==> src/rtl/inst_fetch.sv <==
// Instruction fetch stage: owns the PC, reads the instruction SRAM and queues {pc, inst, adel} for decode.
// Define INST_FETCH_SKID_EN for a 2-entry buffer with no out_ready -> inst_sram_en path; default is 1 entry.
module inst_fetch #(
  parameter logic [31:0] RESET_PC = 32'hBFC0_0000
) (
  input  logic        clk,
  input  logic        reset,
  input  logic        redirect_valid,
  input  logic [31:0] redirect_pc,
  output logic        inst_sram_en,
  output logic [3:0]  inst_sram_wen,
  output logic [31:0] inst_sram_addr,
  input  logic [31:0] inst_sram_rdata,
  output logic        out_valid,
  input  logic        out_ready,
  output logic [31:0] out_pc,
  output logic [31:0] out_inst,
  output logic        out_adel
);

  typedef enum logic {S_RUN, S_FAULT} state_e;

  typedef struct packed {
    logic [31:0] pc;
    logic [31:0] inst;
    logic        adel;
  } entry_t;

  state_e      state_q, state_d;
  logic [31:0] pc_q, pc_d;
  logic [1:0]  cnt_q, cnt_d, cnt_pop;
  entry_t      ent_q [2];
  entry_t      ent_d [2];
  entry_t      new_ent;
  logic        pop, space, issue, aligned, slot;

  assign pop     = out_valid && out_ready;
  assign aligned = (pc_q[1:0] == 2'b00);

`ifdef INST_FETCH_SKID_EN
  assign space = (cnt_q < 2'd2);
`else
  assign space = (cnt_q == 2'd0) || pop;
`endif

  // State register
  always_ff @(posedge clk or posedge reset) begin
    if (reset) state_q <= S_RUN;
    else       state_q <= state_d;
  end

  // Next state: a misaligned issue parks in FAULT until a redirect
  always_comb begin
    state_d = state_q;
    if (redirect_valid)             state_d = S_RUN;
    else if (issue && !aligned)     state_d = S_FAULT;
  end

  // Issue decode and SRAM request
  always_comb begin
    issue          = 1'b0;
    inst_sram_en   = 1'b0;
    inst_sram_wen  = 4'b0000;
    inst_sram_addr = {2'b00, pc_q[31:2]};
    if (!reset && state_q == S_RUN && !redirect_valid && space) issue = 1'b1;
    inst_sram_en   = issue && aligned;
  end

  // PC and buffer next state; redirect flushes, pop shifts head, issue appends
  always_comb begin
    pc_d    = pc_q;
    cnt_d   = cnt_q;
    ent_d   = ent_q;
    cnt_pop = cnt_q - {1'b0, pop};
    slot    = (cnt_pop == 2'd1);
    new_ent = '{pc: pc_q, inst: aligned ? inst_sram_rdata : 32'h0, adel: !aligned};
    if (redirect_valid) begin
      pc_d  = redirect_pc;
      cnt_d = 2'd0;
    end else begin
      if (pop) ent_d[0] = ent_q[1];
      if (issue) begin
        ent_d[slot] = new_ent;
        if (aligned) pc_d = pc_q + 32'd4;
      end
      cnt_d = cnt_pop + {1'b0, issue};
    end
  end

  always_ff @(posedge clk or posedge reset) begin
    if (reset) begin
      pc_q  <= RESET_PC;
      cnt_q <= 2'd0;
      for (int i = 0; i < 2; i++) ent_q[i] <= '0;
    end else begin
      pc_q  <= pc_d;
      cnt_q <= cnt_d;
      for (int i = 0; i < 2; i++) ent_q[i] <= ent_d[i];
    end
  end

  assign out_valid = (cnt_q != 2'd0);
  assign out_pc    = ent_q[0].pc;
  assign out_inst  = ent_q[0].inst;
  assign out_adel  = ent_q[0].adel;

endmodule

==> config.mk <==
export PLATFORM = sky130hd
export DESIGN_NAME = inst_fetch
export DESIGN_NICKNAME = d
export VERILOG_FILES = /design/src/rtl/inst_fetch.sv
export SDC_FILE = /design/constraint.sdc
export NUM_CORES = 1
export LEC_CHECK = 0
export CORE_ASPECT_RATIO = 0.9
export CORE_MARGIN = 4
export CORE_UTILIZATION = 36
export DETAILED_ROUTE_END_ITERATION = 8
export GPL_ROUTABILITY_DRIVEN = 0
export SYNTH_ARGS = -nofsm -noshare
export SYNTH_HDL_FRONTEND = slang
export SYNTH_SLANG_ARGS = --single-unit
==> constraint.sdc <==
create_clock -name clk -period 9.76 [get_ports clk]
set_input_delay 1.952 -clock clk [delete_from_list [all_inputs] [get_ports clk]]
set_output_delay 1.952 -clock clk [all_outputs]
set_load 0.02 [all_outputs]
==> impl_metrics.env <==
export IMPL_cts_hold_buffers_added=0
export IMPL_cts_tree="done"
export IMPL_tns_ns=0
export IMPL_period_needed_ns=6.736
export IMPL_antenna_left=0
export IMPL_clkLatencyLatePin_ns=0.43
export IMPL_yosysTopAreaCell="dfrtp_1"
export IMPL_clk_pin_slew_ns=0.07
export IMPL_finalPower_mw=2.024
export IMPL_max_freq_mhz=148.5
export IMPL_crit_top_cell="clkdlybuf4s50_1"
export IMPL_avgViaCountPerCell=5.052
export IMPL_io_pins=171
export IMPL_final_nets=975
export IMPL_holdPathStages=2
export IMPL_grt_pass1_wl_mm=33.89
export IMPL_yosysSeqAreaShare_pct=50.43
export IMPL_fin_skew_ns=0.006535
export IMPL_worst_slew_pin_slew_ns=1.188
export IMPL_antenna_found_initial=3
export IMPL_cp_end_kind="primary output"
export IMPL_p_leak_nw=4.111
export IMPL_overflow=0
export IMPL_reg2regPathDepth=5
export IMPL_clockBufferDepth=2
export IMPL_grt_total_usage_pct=16.92
export IMPL_cpMaxStageDelayCell="clkdlybuf4s50_1"
export IMPL_hold_viol_final=0
export IMPL_worstPathCellList="clkdlybuf4s50_1 -> nor3_2 -> nand3_1 -> inv_1 -> clkdlybuf4s50_1"
export IMPL_synth_xor_area_share_pct=1.707
export IMPL_grt_max_degree=102
export IMPL_maxCapViolCount=0
export IMPL_synth_area_leaders="dfrtp_1 (48%), buf_4 (9.1%), nand2_1 (5.9%)"
export IMPL_cts_inserted_buffers=17
export IMPL_critPathTopFamily="buffers and inverters"
export IMPL_placementRows=52
export IMPL_slew_viol_final=0
export IMPL_die_x_um=167.2
export IMPL_diodes=0
export IMPL_max_slew_margin_pct=20.04
export IMPL_synth_top_area_share_pct=47.55
export IMPL_r2r_start="pc_q[0]"
export IMPL_outcome="complete, no violations"
export IMPL_synth_cell_type_count=61
export IMPL_worstHoldPathType="reg -> reg"
export IMPL_synth_area_mm2=0.008210
export IMPL_start_util_pct=36.58
export IMPL_synth_compound_area_share_pct=15.28
export IMPL_power_density_mw_per_mm2=205.9
export IMPL_first_global_vias=6031
export IMPL_postCtsSetupBuffers=0
export IMPL_dr_pass1_iters=5
export IMPL_netlist_instances=867
export IMPL_avgSynthCellArea_um2=9.470
export IMPL_floorplan_die_area_mm2=0.02529
export IMPL_worstPathArrival_ns=4.78
export IMPL_ir_worst_vdd_uv=117.3
export IMPL_synthAdderAreaFrac_pct=0.1524
export IMPL_cp_max_fo=13
export IMPL_slowest_delay_ns=0.72
export IMPL_die_height_um=151.3
export IMPL_fin_crit_sh_pct=69.02
export IMPL_synth_simple_gate_area_share_pct=14.19
export IMPL_cts_resized=0
export IMPL_dr_total_vias=6143
export IMPL_dpl_cell_area_mm2=0.009254
export IMPL_async_flop_share_pct=100.0
export IMPL_synth_edf_count=0
export IMPL_ys_warn_count=0
export IMPL_ys_seq_elements=165
export IMPL_rr_endpoint="out_adel"
export IMPL_wl_per_cell_um=17.57
export IMPL_finalSetupViolations=0
export IMPL_layout_drive_gt1_share_pct=10.66
export IMPL_drt_total_wl_mm=21.36
export IMPL_start_kind="input pin"
export IMPL_synthFlopType="dfrtp_1"
export IMPL_htreeDepth=4
export IMPL_drc=0
export IMPL_muxShareOfSynthArea_pct=4.633
export IMPL_critPathBufInv=3
export IMPL_design_area_mm2=0.009832
export IMPL_dpl_hpwl_mm=13.82
export IMPL_area_growth_synth_to_final_pct=19.75
export IMPL_portBuffers=164
export IMPL_rsz0062_at_grt="false"
export IMPL_final_cell_mix="clkdlybuf4s50_1 (163), dfrtp_1 (156), nand2_1 (127)"
export IMPL_drt_initial_drc_count=520
export IMPL_core_mm2=0.02245
export IMPL_synth_top_family_by_area="compound AO/OA/AOI/OAI gates"
export IMPL_cts_root_buf="clkbuf_16"
export IMPL_clock_sinks=165
export IMPL_crit_type="in -> out"
export IMPL_required_ns=7.81
export IMPL_layout_cells_most_common="clkdlybuf4s50_1"
export IMPL_r2r_slack_ns=6.38
-- cells in the mapped netlist (all sizes together), types with 2 or more instances --
cell	number
inv	13
nand2	128
a22oi	2
a211oi	2
dfstp	9
mux2	32
or3	2
clkbuf	48
xor2	3
xnor2	13
dfrtp	156
o21ai	84
a222oi	5
nand3	14
a31oi	5
nor3	11
buf	106
and2	2
mux2i	2
nand4	13
or2	2
a21o	5
nand2b	2
a221o	2
nor4	7
o22ai	32
or4	2
nor2	72
and3	2
a21oi	67
o311ai	4
and3b	2
and4	2
-- kinds of logic after synthesis --
group | count (synthesis)
AND/OR/NAND/NOR | 263
AO/OA/AOI/OAI | 218
buffers and inverters | 169
flip-flops | 165
multiplexers | 34
XOR/XNOR | 16
adder cells (fa/ha/maj) | 1
other | 1
-- report_power, final --
group / internal [mW] / leakage, nW / switching, mW
registers: 0.777 / 2.08 / 0.0754
clock network: 0.368 / 0.269 / 0.291
logic: 0.240 / 1.77 / 0.273
-- worst max path at each step --
stage / start / endpoint / cells past startpoint
finish: reset / inst_sram_en / 5
global route: reset / inst_sram_en / 5
CTS: reset / inst_sram_en / 5
detailed placement: reset / inst_sram_en / 5
global placement: reset / inst_sram_en / 5
floorplan: reset / asynchronous set/reset pin / 1
-- worst min-delay path, delay by kind of cell, from the launching register on --
kind | cells | cell delay, ns
DFF | 1 | 0.34
and+or+nand+nor | 1 | 0.04
AOI/OAI and AO/OA | 1 | 0.06
-- area by class of cell --
| class | instances | area, um^2 |
|---|---|---|
| Fill cell | 2168 | 12610 |
| Sequential cell | 165 | 4140 |
| Multi-Input combinational cell | 538 | 3003 |
| Timing Repair Buffer | 170 | 1682 |
| Clock buffer | 19 | 452.9 |
| Tap cell | 297 | 371.6 |
| Clock inverter | 13 | 125.1 |
| Inverter | 14 | 57.56 |
-- through the flow --
stage	std cells	worst slack [ns]	hold WS [ns]	utilization [%]
after floorplan	872	3.361	0.4447	-
after CTS	1216	2.971	0.4807	43.80
after global placement	1184	3.090	0.4583	41.23
after detailed placement	1184	2.987	0.4655	41.23
final	1216	3.024	0.4753	43.80
after global routing	1216	2.825	0.4982	43.80
-- routing by layer --
metal,global-route usage [%],share of wire (%),wire length (um)
met2,25.71,44,9466
met1,23.29,47,9963
met4,4.057,1.4,289
met5,0,0.19,40
met3,6.054,7.5,1603
Power figures use the tool's default switching activity.
==> RTL edit (same flow settings) <==
Reset style: synchronous (`reset`), changed in 2 clocked blocks.
--- a/src/rtl/inst_fetch.sv
+++ b/src/rtl/inst_fetch.sv
@@ -45,5 +45,5 @@
 
   // State register
-  always_ff @(posedge clk or posedge reset) begin
+  always_ff @(posedge clk) begin
     if (reset) state_q <= S_RUN;
     else       state_q <= state_d;
@@ -88,5 +88,5 @@
   end
 
-  always_ff @(posedge clk or posedge reset) begin
+  always_ff @(posedge clk) begin
     if (reset) begin
       pc_q  <= RESET_PC;
Formal check against the unedited RTL: differs if reset is asserted again (counterexample within 4 cycles, from zero or initial values and one cycle with reset high); with reset held inactive, the same outputs for 4 cycles.
==> RTL edit against the original RTL <==
- sequential cell count did not move
- via count increased by 23%
- cell count is 17% higher
- highest routed layer is now met4
- worst hold slack got worse by 21 ps
- critical endpoint unchanged
- count of clock-buffer cells in the layout increased by 2
- routed wire length up 14%
- non-clock buffer count is 7 higher
- cell area rose by 0.98%
- critical path depth stayed put
- worst setup slack improved by 420 ps
- area after synthesis up 1.2%
Power is not compared: it rests on default switching activity, and its combinational part moved more than twofold at a synthesized area within 25%.
==> RTL edit: results (changes against the original RTL) <==
| Metric | Value |
|---|---|
| Yosys synthesis warning count | `0 (unchanged)` |
| Slew headroom | `28.4% (was 20.0%)` |
| Post-CTS sizing | `0 (unchanged)` |
| Top sig layer | `met4 (was met5)` |
| First-pass GRT wire length | `38,900 um (was 33,900 um)` |
| Post-synth ARST share | `0% (was 100%)` |
| Hold Crit Class | `reg2reg (unchanged)` |
| Number of H-tree levels | `4 (unchanged)` |
| Worst-Skew Late Latency | `430 ps (about the same)` |
| WL met1 | `12,100 um (was 9960 um)` |
| CTS max path bufs | `2 (unchanged)` |
| Leakage Power | `3.33 nW` |
| Pin count of the biggest net entering global routing | `99 (was 102)` |
| Hpwl dp | `14,900 um (was 13,800 um)` |
| Status | `finished clean (unchanged)` |
| Final Skew | `12.8 ps (was 6.53 ps)` |
| Num CTS Buffers | `17 (unchanged)` |
| Initial antenna violation count | `0 (was 3)` |
| Ranking of synthesized cells by area | `dfxtp_1, buf_4, nand2_1, a21oi_1, nand3_1 (was dfrtp_1, buf_4, nand2_1, o21ai_0, mux2_2)` |
| Filler Cells Inserted | `2,268 (was 2,168)` |
| Biggest area consumer among synthesized cells | `dfxtp_1 (was dfrtp_1)` |
| Max Fanout on Critical Path | `40 (was 13)` |
| Drt wl/cell | `17.2 um (was 17.6 um)` |
| Wire length on met2 | `10,600 um (was 9470 um)` |
| Worst-path clk slew | `60 ps` |
| CP Data Arrival Time | `4360 ps (was 4780 ps)` |
| Vias in the first global route | `6,937 (was 6,031)` |
| Metal3 WL | `1420 um (was 1600 um)` |
| First-pass iteration count of the detailed router | `5 (unchanged)` |
| Initial DRC Count | `411 (was 520)` |
| Drt via density | `5.31 (was 5.05)` |
| Main flop type after synthesis | `dfxtp_1 (was dfrtp_1)` |
| Seq/Total Area, Yosys | `39.7% (was 50.4%)` |
| Global-route usage over all layers | `18.5% (was 16.9%)` |
| Setup Fix Bufs, Post-CTS | `0 (unchanged)` |
| Most instantiated cells after synthesis | `nand2_1, dfxtp_1, a21oi_1, buf_4, nor2_1 (was dfrtp_1, nand2_1, buf_4, o21ai_0, nor2_1)` |
| Worst vdd ir | `0.0941 mV` |
| Share of cells above drive strength 1 | `7.13% (was 10.7%)` |
| Final nets | `1,178 (was 975)` |
| Diodes inserted | `0 (unchanged)` |
| Unique masters post-synth | `56 (was 61)` |
| # port buffers | `164 (unchanged)` |
| Root Buffer | `clkbuf_16 (unchanged)` |
RTL edit: stage by stage:
stage | worst slack (ps) | util [%] | hold WS (ps) | area, sq um | cells
3_3_place_gp | 3510 | 41.4 | 441 | 9340 | 1387
5_1_grt | 3310 | 44.0 | 470 | 9930 | 1419
3_5_place_dp | 3480 | 41.4 | 447 | 9340 | 1387
4_1_cts | 3470 | 44.0 | 456 | 9930 | 1419
6_report | 3450 | 44.0 | 455 | 9930 | 1419
2_1_floorplan | 4770 | - | 437 | 8330 | 1107
RTL edit: worst paths after layout:
kind | from | slack (ps) | endpoint | depth (start not counted)
worst max-delay path | out_ready | 3450 | inst_sram_en | 5
worst min-delay path | flip-flop | 450 | flip-flop | 2
worst max register to register | pc_q[1] | 6970 | pc_q[22] | 7
worst min register to register | flip-flop | 450 | flip-flop | 2
RTL edit: cell type report:
cell class	count	share of cell area (%)
timing repair buffer	177	17.4
clock inverter	11	1.25
tap	297	3.74
clock buffer	21	4.64
inverter	9	0.340
sequential	165	33.3
multi-input combinational	739	39.3
RTL edit: power by group:
group / switching (W) / internal (W)
clock network: 0.000286 / 0.000391
registers: 0.0000299 / 0.000697
logic: 0.000132 / 0.000101
total: 0.000448 / 0.00119
RTL edit: logic make-up (layout without fill, tap and decap cells):
| family | count (synthesis) | count (layout) | synth area share, % |
|---|---|---|---|
| buffers and inverters | 203 | 218 | 13.9 |
| other | 1 | 6 | 0.0451 |
| and+or+nand+nor | 454 | 454 | 24.3 |
| adders and majority gates | 1 | 1 | 0.151 |
| AOI/OAI and AO/OA | 261 | 261 | 19.9 |
| DFF | 165 | 165 | 39.7 |
| xor gates and xnor gates | 10 | 10 | 1.05 |
| muxes | 7 | 7 | 0.873 |
RTL edit: per-layer routing:
| layer | global-route usage, % | up-vias |
|---|---|---|
| met3 | 4.07 | 17 |
| met2 | 28.0 | 216 |
| met1 | 27.0 | 3542 |
| met4 | 4.21 | 0 |
| li1 | - | 3756 |
| met5 | 0 | - |
RTL edit: worst max-delay path, stage by stage:
cell	delay, ps
buf_2	650
o21bai_1	240
nand3_1	260
inv_1	500
clkdlybuf4s50_1	750
